===== src/rtl/mux_sel_ctrl.sv =====
// Upstream controller for the 2:1 data mux: two one-entry holding registers feed
// mux i0/i1, and a round-robin (or fixed-priority) FSM drives the select and out_valid.
module mux_sel_ctrl #(
   parameter int unsigned WIDTH = 16,
   parameter bit          RR_EN = 1'b1
) (
   input  logic             clk,
   input  logic             rst_n,
   input  logic             in0_valid,
   input  logic [WIDTH-1:0] in0_data,
   output logic             in0_ready,
   input  logic             in1_valid,
   input  logic [WIDTH-1:0] in1_data,
   output logic             in1_ready,
   output logic [WIDTH-1:0] mux_i0,
   output logic [WIDTH-1:0] mux_i1,
   output logic             mux_s,
   output logic             out_valid,
   input  logic             out_ready
);

   typedef enum logic [1:0] {
      IDLE  = 2'd0,
      SEND0 = 2'd1,
      SEND1 = 2'd2
   } state_e;

   state_e           state_q;
   state_e           grant_c;
   logic             last_q;
   logic             out_valid_q;
   logic             mux_s_q;
   logic [WIDTH-1:0] buf0_q, buf0_d;
   logic [WIDTH-1:0] buf1_q, buf1_d;
   logic             full0_q, full0_d;
   logic             full1_q, full1_d;
   logic             pop0, pop1;
   logic             push0, push1;

   assign out_valid = out_valid_q;
   assign mux_s     = mux_s_q;
   assign mux_i0    = buf0_q;
   assign mux_i1    = buf1_q;

   // A holding register may refill on the same cycle its word is consumed.
   assign pop0      = out_valid_q & out_ready & ~mux_s_q;
   assign pop1      = out_valid_q & out_ready &  mux_s_q;
   assign in0_ready = ~full0_q | pop0;
   assign in1_ready = ~full1_q | pop1;
   assign push0     = in0_valid & in0_ready;
   assign push1     = in1_valid & in1_ready;

   always_comb begin
      buf0_d  = buf0_q;
      buf1_d  = buf1_q;
      full0_d = full0_q & ~pop0;
      full1_d = full1_q & ~pop1;
      if (push0) begin
         buf0_d  = in0_data;
         full0_d = 1'b1;
      end
      if (push1) begin
         buf1_d  = in1_data;
         full1_d = 1'b1;
      end
   end

   // Grant from next-cycle occupancy; on a tie, round-robin favours the source not served last.
   always_comb begin
      grant_c = IDLE;
      if (full0_d && full1_d) begin
         grant_c = (RR_EN && !last_q) ? SEND1 : SEND0;
      end else if (full0_d) begin
         grant_c = SEND0;
      end else if (full1_d) begin
         grant_c = SEND1;
      end
   end

   always_ff @(posedge clk or negedge rst_n) begin
      if (!rst_n) begin
         buf0_q  <= '0;
         buf1_q  <= '0;
         full0_q <= 1'b0;
         full1_q <= 1'b0;
      end else begin
         buf0_q  <= buf0_d;
         buf1_q  <= buf1_d;
         full0_q <= full0_d;
         full1_q <= full1_d;
      end
   end

   always_ff @(posedge clk or negedge rst_n) begin
      if (!rst_n) begin
         state_q     <= IDLE;
         last_q      <= 1'b1;
         out_valid_q <= 1'b0;
         mux_s_q     <= 1'b0;
      end else begin
         case (state_q)
            IDLE, SEND0, SEND1: begin
               // The selection is held until the consumer pops the granted word.
               if (state_q == IDLE || pop0 || pop1) begin
                  state_q     <= grant_c;
                  out_valid_q <= (grant_c != IDLE);
                  mux_s_q     <= (grant_c == SEND1);
                  if (grant_c != IDLE) begin
                     last_q <= (grant_c == SEND1);
                  end
               end
            end
            default: begin
               state_q     <= IDLE;
               out_valid_q <= 1'b0;
               mux_s_q     <= 1'b0;
            end
         endcase
      end
   end

endmodule


===== config.mk =====
export PLATFORM = sky130hd
export DESIGN_NAME = mux_sel_ctrl
export DESIGN_NICKNAME = d
export VERILOG_FILES = /design/src/rtl/mux_sel_ctrl.sv
export SDC_FILE = /design/constraint.sdc
export NUM_CORES = 1
export LEC_CHECK = 0
export ABC_AREA = 1
export CORE_UTILIZATION = 37
export DETAILED_ROUTE_END_ITERATION = 12
export GPL_ROUTABILITY_DRIVEN = 1
export HOLD_SLACK_MARGIN = 0.15
export PLACE_DENSITY = 0.86
export SLEW_MARGIN = 15
export SYNTH_ARGS = -nofsm -noshare
export SYNTH_HDL_FRONTEND = slang
export SYNTH_SLANG_ARGS = --single-unit
export TNS_END_PERCENT = 50

===== constraint.sdc =====
create_clock -name clk -period 1.23 [get_ports clk]
set_input_delay 0.1845 -clock clk [delete_from_list [all_inputs] [get_ports clk]]
set_output_delay 0.1845 -clock clk [all_outputs]
set_load 0.1 [all_outputs]

==> results.md, run 1 <==
* Max Cap Violations at 0
* CTS max path bufs at 2
* CORE AREA at just over 4000 um2
* Startpoint types: flop
* WS Path Type: flop to primary output
* Crit path time final at 1.499 ns
* Critical-path maximum fanout at 3
* Synthesized instance count at between 100 and 150
* Worst Tran Pin Value at roughly 0.43 ns
* Die W at around 68 um
* Ys async rst share at 1.000
* Via count at 1128
* Starting density of the core at 0.3940
* Compound-Gate Fraction of Synth Area at 0.01080
* CP Buf/Inv Count at 3
* CTS tree: built
* Rows at 23
* Nets at between 200 and 250
* Mux cell area share after synthesis at 0.2685
* Worst path max stage delay at roughly 0.51 ns
* Stages on worst setup path at 5
* Die height at slightly below 70 um
* Yosys top cell area share at 0.5864
* Synth-to-Final Area Change at 86.81%
* Clk root buf: clkbuf_8
* Reg2Reg Capture Point: mux_i0[5]$_DFFE_PN0P_
* Worst reg-to-reg setup slack at -0.22 ns
* Biggest area consumer among synthesized cells: dfrtp_1
* Slew headroom at 0.7092
* Storage cell area at approximately 980 um2
* Synthesized area at 1622 um2
* Vias in the first global route at roughly 1200
* Pin count of the biggest net entering global routing at 28
* Syn nets at about 140
* Post-DP HPWL at roughly 3000 um
* Final Hold Vio Count at 0
* Port Buffers at 72
* Final Max Slew Viols at 0
* Multi-input gate area at between 600 and 700 um2
* Failing checks: negative setup slack
* Number of synthesized flops with an enable pin at 0
* First-pass DRT Iterations at 4
* Outcome: complete, but fails checks
* Clk_skew at between 0.009 and 0.01 ns
* Routed Antenna Nets at 0
* Worst path arrival time at between 1 and 1.5 ns
* Drt total wl at 3828 um
* Mean area per synthesized cell at around 15 um2
* Initial antenna violation count at 0
* Total CTS buffers at 5
* WP data required at approximately 1.1 ns
* Post-route core utilization at 0.7361
* Min-Delay Path Class: input port to async pin
* Slowest cell on crit path: dfrtp_4
* CP Launch Point: mux_s$_DFFE_PN0P_
* Worst r2r src: mux_s$_DFFE_PN0P_
* CP endpoint: in0_ready
* CTS clock-pin slew for the worst setup and hold paths at roughly 0.08 ns
* WL/cell at 15.69 um
* Synth area leaders: dfrtp_1 (59%), mux2_4 (19%), mux2_2 (8.3%)
* Clk Latency, worst-skew pair at 0.29 ns
* Crit-path leading delay family: flip-flops
* Synth Register Bits at 39
* Final period utilization at 1.218
* Clock tree sinks at 39
* WHS at between 0.3 and 0.4 ns
* Gpl congestion at 0.9000
* Critical Path Sink Type: primary output
* Final setup vio count at 41
* Simple-Gate Fraction of Synth Area at 0.08488
* Synth cell types at 15
* Die area at roughly 4700 um2
* Share of cells above drive strength 1 at 0.5052
* Final worst slack at -0.2686 ns
* Synth Area in Adders at 0
* Main combinational cell family by area after synthesis: multiplexers
* Diodes inserted at 0
* Yosys warning total at 0
* Worst Reg-to-Reg Cells at 6
* RSZ-0062 raised after global routing: true
* GRT Total Usage at 0.1812
* Gr ovfl total at 0
* DRC viols at 0
* First-pass GRT wire length at between 5000 and 6000 um
* IO Pins at between 70 and 80
* Vias per inst at 4.623
* Cells along the critical path: inv_4 -> nand3_4 -> nand2_8 -> buf_6 -> buf_12
* H-tree depth at 2
* Fillers at 253
* Drt initial violations at 36
* Commonest register cell after synthesis: dfrtp_1
* Xor and xnor area share after synthesis at 0
* Sequential share of the synthesized area at 0.6026
* FMAX at roughly 0.67 GHz
worst register-to-register path, cell delays in order, from the launching register on:
cell	delay, ns
dfrtp_4	0.51
inv_4	0.08
nand3_4	0.09
nand2_8	0.08
buf_6	0.14
nand2_8	0.10
mux2_4	0.33
cell usage after synthesis (2+ instances only):
library cell and n:
inv_1 6, nand3_2 2, nand2_4 4, nand3_1 2, o21ai_0 2, dfrtp_1 38, mux2_4 20, nand2_1 14
mux2_2 12
registers in the layout (all words and copies together), names as in the netlist:
register and flops:
mux_i0 16, mux_i1 16, state_q 2, out_valid 1, last_q 1, full1_q 1, full0_q 1, mux_s 1
metal layers:
metal  share of wire  GRT usage  vias to the layer above
met2            0.53     0.2978                       41
li1                -          -                      531
met3           0.036    0.04333                       14
met5               0          0                        -
met4           0.041     0.1146                        0
met1            0.39     0.2109                      542
cells in the final DEF (no fill, tap or decap), drive strengths merged:
cell,Yosys,layout
clkinv,0,1
nand3,4,4
mux2,32,32
dfstp,1,1
nor2,1,1
o211ai,1,1
inv,6,6
dfrtp,38,38
o21ai,2,2
nand2,18,19
nand4,1,1
clkbuf,0,6
bufinv,0,1
dlygate4sd3,0,1
clkdlybuf4s50,0,35
buf,2,45
what timing repair did:
action                                 CTS  global route
pin swaps                                3             0
endpoints found under the hold margin   38             0
gates cloned                             1             0
resized for setup                        7             1
setup endpoints to repair               41            41
buffers inserted                         1             0
hold buffers                             1             0
through the flow:
stage          cells  setup TNS, ns  instance area, um2  setup WS [ns]
6_report         244         -5.888                3029        -0.2686
2_1_floorplan    106         -14.03                1683        -0.4610
3_3_place_gp     233         -12.08                2851        -0.3454
3_5_place_dp     233         -14.10                2851        -0.4004
4_1_cts          244         -6.924                3025        -0.2787
5_1_grt          244         -7.921                3029        -0.3134
layout make-up:
cell class                      count  share of cell area
Clock buffer                        6             0.02726
Clock inverter                      2             0.01157
Inverter                            6            0.008261
Multi-Input combinational cell     60              0.2210
Sequential cell                    39              0.3251
Tap cell                           50             0.02065
Timing Repair Buffer               81              0.3862
cells by family after synthesis:
group	Yosys count
flip-flops	39
multiplexers	32
AND/OR/NAND/NOR	24
buffers and inverters	8
AO/OA/AOI/OAI	3
worst min-delay path by stage:
stage	from	end	slack, ns	cells past startpoint
after floorplan	rst_n	full0_q$_DFF_PN0_	-0.11	0
after global placement	rst_n	out_valid$_DFFE_PN0P_	0.09	1
after detailed placement	rst_n	out_valid$_DFFE_PN0P_	0.10	1
after CTS	rst_n	out_valid$_DFFE_PN0P_	0.32	2
after global routing	rst_n	mux_i1[9]$_DFFE_PN0P_	0.37	2
final	rst_n	mux_i1[9]$_DFFE_PN0P_	0.32	2
Power of run 1 is not shown: default switching activity piles up to over one toggle a cycle in this logic, so the estimate is an artifact.
==> run 2, diff against run 1 <==
- ABC_CLOCK_PERIOD_IN_PS: default -> 1230
- CORE_ASPECT_RATIO: default -> 1.25
==> results.md, run 2 (synthesis results as in run 1) <==
* Outcome: complete, but fails checks
* Failing checks: negative setup slack
* Vias per inst at 4.705 (+1.8%)
* CP Buf/Inv Count at 3 (unchanged)
* Worst Tran Pin Value at 0.4567 ns (+0.02191 ns)
* Synth-to-Final Area Change at 90.66%
* IO Pins at 73 (unchanged)
* Worst r2r src: mux_s$_DFFE_PN0P_
* Clk Latency, worst-skew pair at 0.29 ns (about the same)
* Die W at 61.21 um (-10%)
* Port Buffers at 72 (unchanged)
* DRC viols at 0 (unchanged)
* Cells along the critical path: inv_4 -> nand3_4 -> nand2_8 -> buf_6 -> buf_12
* Finished Layout Cells at 254 (+4.1%)
* Share of cells above drive strength 1 at 0.5101 (+0.004946)
* Min-Delay Path Class: input port to async pin
* Clk_skew at 0.004735 ns (-0.004549 ns)
* Worst path max stage delay at 0.52 ns (about the same)
* WS Path Type: flop to primary output
* Via count at 1195 (+5.9%)
* Clock tree sinks at 39 (unchanged)
* Setup TNS at -6.964 ns (-1.076 ns)
* Final period utilization at 1.214 (-0.004400)
* Worst reg-to-reg setup slack at -0.24 ns (-0.02 ns)
* Pin count of the biggest net entering global routing at 18 (-36%)
* Diodes inserted at 0 (unchanged)
* Crit path time final at 1.493 ns (-0.005412 ns)
* Drt total wl at 4150 um (+8.4%)
* Total CTS buffers at 5 (unchanged)
* Critical-path maximum fanout at 3 (unchanged)
* Initial antenna violation count at 0 (unchanged)
* WL/cell at 16.34 um (+4.1%)
* Slowest cell on crit path: dfrtp_4
* Post-place setup slack at -0.3836 ns (+0.01675 ns)
* Post-route core utilization at 0.7483 (+0.01224)
* Cell total after placement at 240 (+3.0%)
* Vias in the first global route at 1269 (+8.6%)
* Routed Antenna Nets at 0 (unchanged)
* RSZ-0062 raised after global routing: true
* Die height at 76.02 um (+11%)
* CTS tree: built
* Die area at 4653 um2 (about the same)
* Final Max Slew Viols at 0 (unchanged)
* First-pass GRT wire length at 6541 um (+12%)
* Gr ovfl total at 0 (unchanged)
* Slew headroom at 0.6946 (-0.01465)
* Starting density of the core at 0.3925 (-0.001551)
* Gpl congestion at 0.7307 (-19%)
* Rows at 26 (+13%)
* Startpoint types: flop
* Final Hold Vio Count at 0 (unchanged)
* Post-DP HPWL at 3023 um (+1.2%)
* Worst path arrival time at 1.31 ns (about the same)
* Clk root buf: clkbuf_8
* FMAX at 0.6697 GHz (+0.36%)
* H-tree depth at 2 (unchanged)
* Commonest cells after routing, fill and taps aside: buf_12 (37), dfrtp_1 (36), clkdlybuf4s50_1 (35), mux2_4 (26), nand2_1 (13)
* Final worst slack at -0.2631 ns (+0.005412 ns)
* Drt initial violations at 52 (+44%)
* CTS clock-pin slew for the worst setup and hold paths at 0.08 ns (about the same)
* Commonest non-fill, non-tap cell in the layout: buf_12
* WP data required at 1.05 ns (about the same)
* Crit-path leading delay family: flip-flops
* GRT Total Usage at 0.1962 (+0.01500)
* Max Cap Violations at 0 (unchanged)
* Nets at 234 (+1.7%)
* First-pass DRT Iterations at 4 (unchanged)
* Worst Reg-to-Reg Cells at 11 (+5)
* Final setup vio count at 41 (unchanged)
* CORE AREA at 4131 um2 (+0.40%)
* CTS max path bufs at 2 (unchanged)
* Critical Path Sink Type: primary output
* Reg2Reg Capture Point: last_q$_DFFE_PN1P_
-- run 2: per-stage QoR --
step	area, um2	hold WS, ns
final	3092	0.3119
after floorplan	1683	-0.1111
after global routing	3092	0.3386
after CTS	3057	0.3212
after detailed placement	2867	0.1013
after global placement	2867	0.09687
-- run 2: final cells by class --
| type | count | area [um2] |
|---|---|---|
| repair buffers | 84 | 1204 |
| fillers | 257 | 1040 |
| flip-flops and latches | 39 | 984.7 |
| multi-input cells | 61 | 708.2 |
| clock buffers | 8 | 100.1 |
| well taps | 56 | 70.07 |
| inverters | 6 | 25.02 |
-- run 2: repair_timing --
| item | in CTS | in global routing |
|---|---|---|
| endpoints found under the hold margin | 38 | 0 |
| setup buffers | 1 | 2 |
| pin swaps | 3 | 2 |
| hold buffers | 1 | 0 |
| setup endpoints to repair | 41 | 41 |
| cloned | 2 | 0 |
| resized for setup | 13 | 4 |
-- run 2: worst max-delay path by stage --
stage / start / endpoint / slack [ns] / depth (start not counted)
after floorplan: mux_s$_DFFE_PN0P_ / mux_i0[0]$_DFFE_PN0P_ / -0.46 / 6
after global placement: out_ready / mux_i0[6]$_DFFE_PN0P_ / -0.34 / 5
after detailed placement: out_ready / out_valid$_DFFE_PN0P_ / -0.38 / 7
after CTS: mux_s$_DFFE_PN0P_ / in0_ready / -0.26 / 5
after global routing: mux_s$_DFFE_PN0P_ / last_q$_DFFE_PN1P_ / -0.31 / 11
final: mux_s$_DFFE_PN0P_ / in0_ready / -0.26 / 5
-- run 2: layer usage --
layer	track usage	share of wire	vias up
met4	0.05909	0.012	0
met5	0	0	-
met2	0.3315	0.57	35
li1	-	-	540
met3	0.05603	0.037	6
met1	0.2338	0.38	614
Power of run 2 is left out for the same reason.
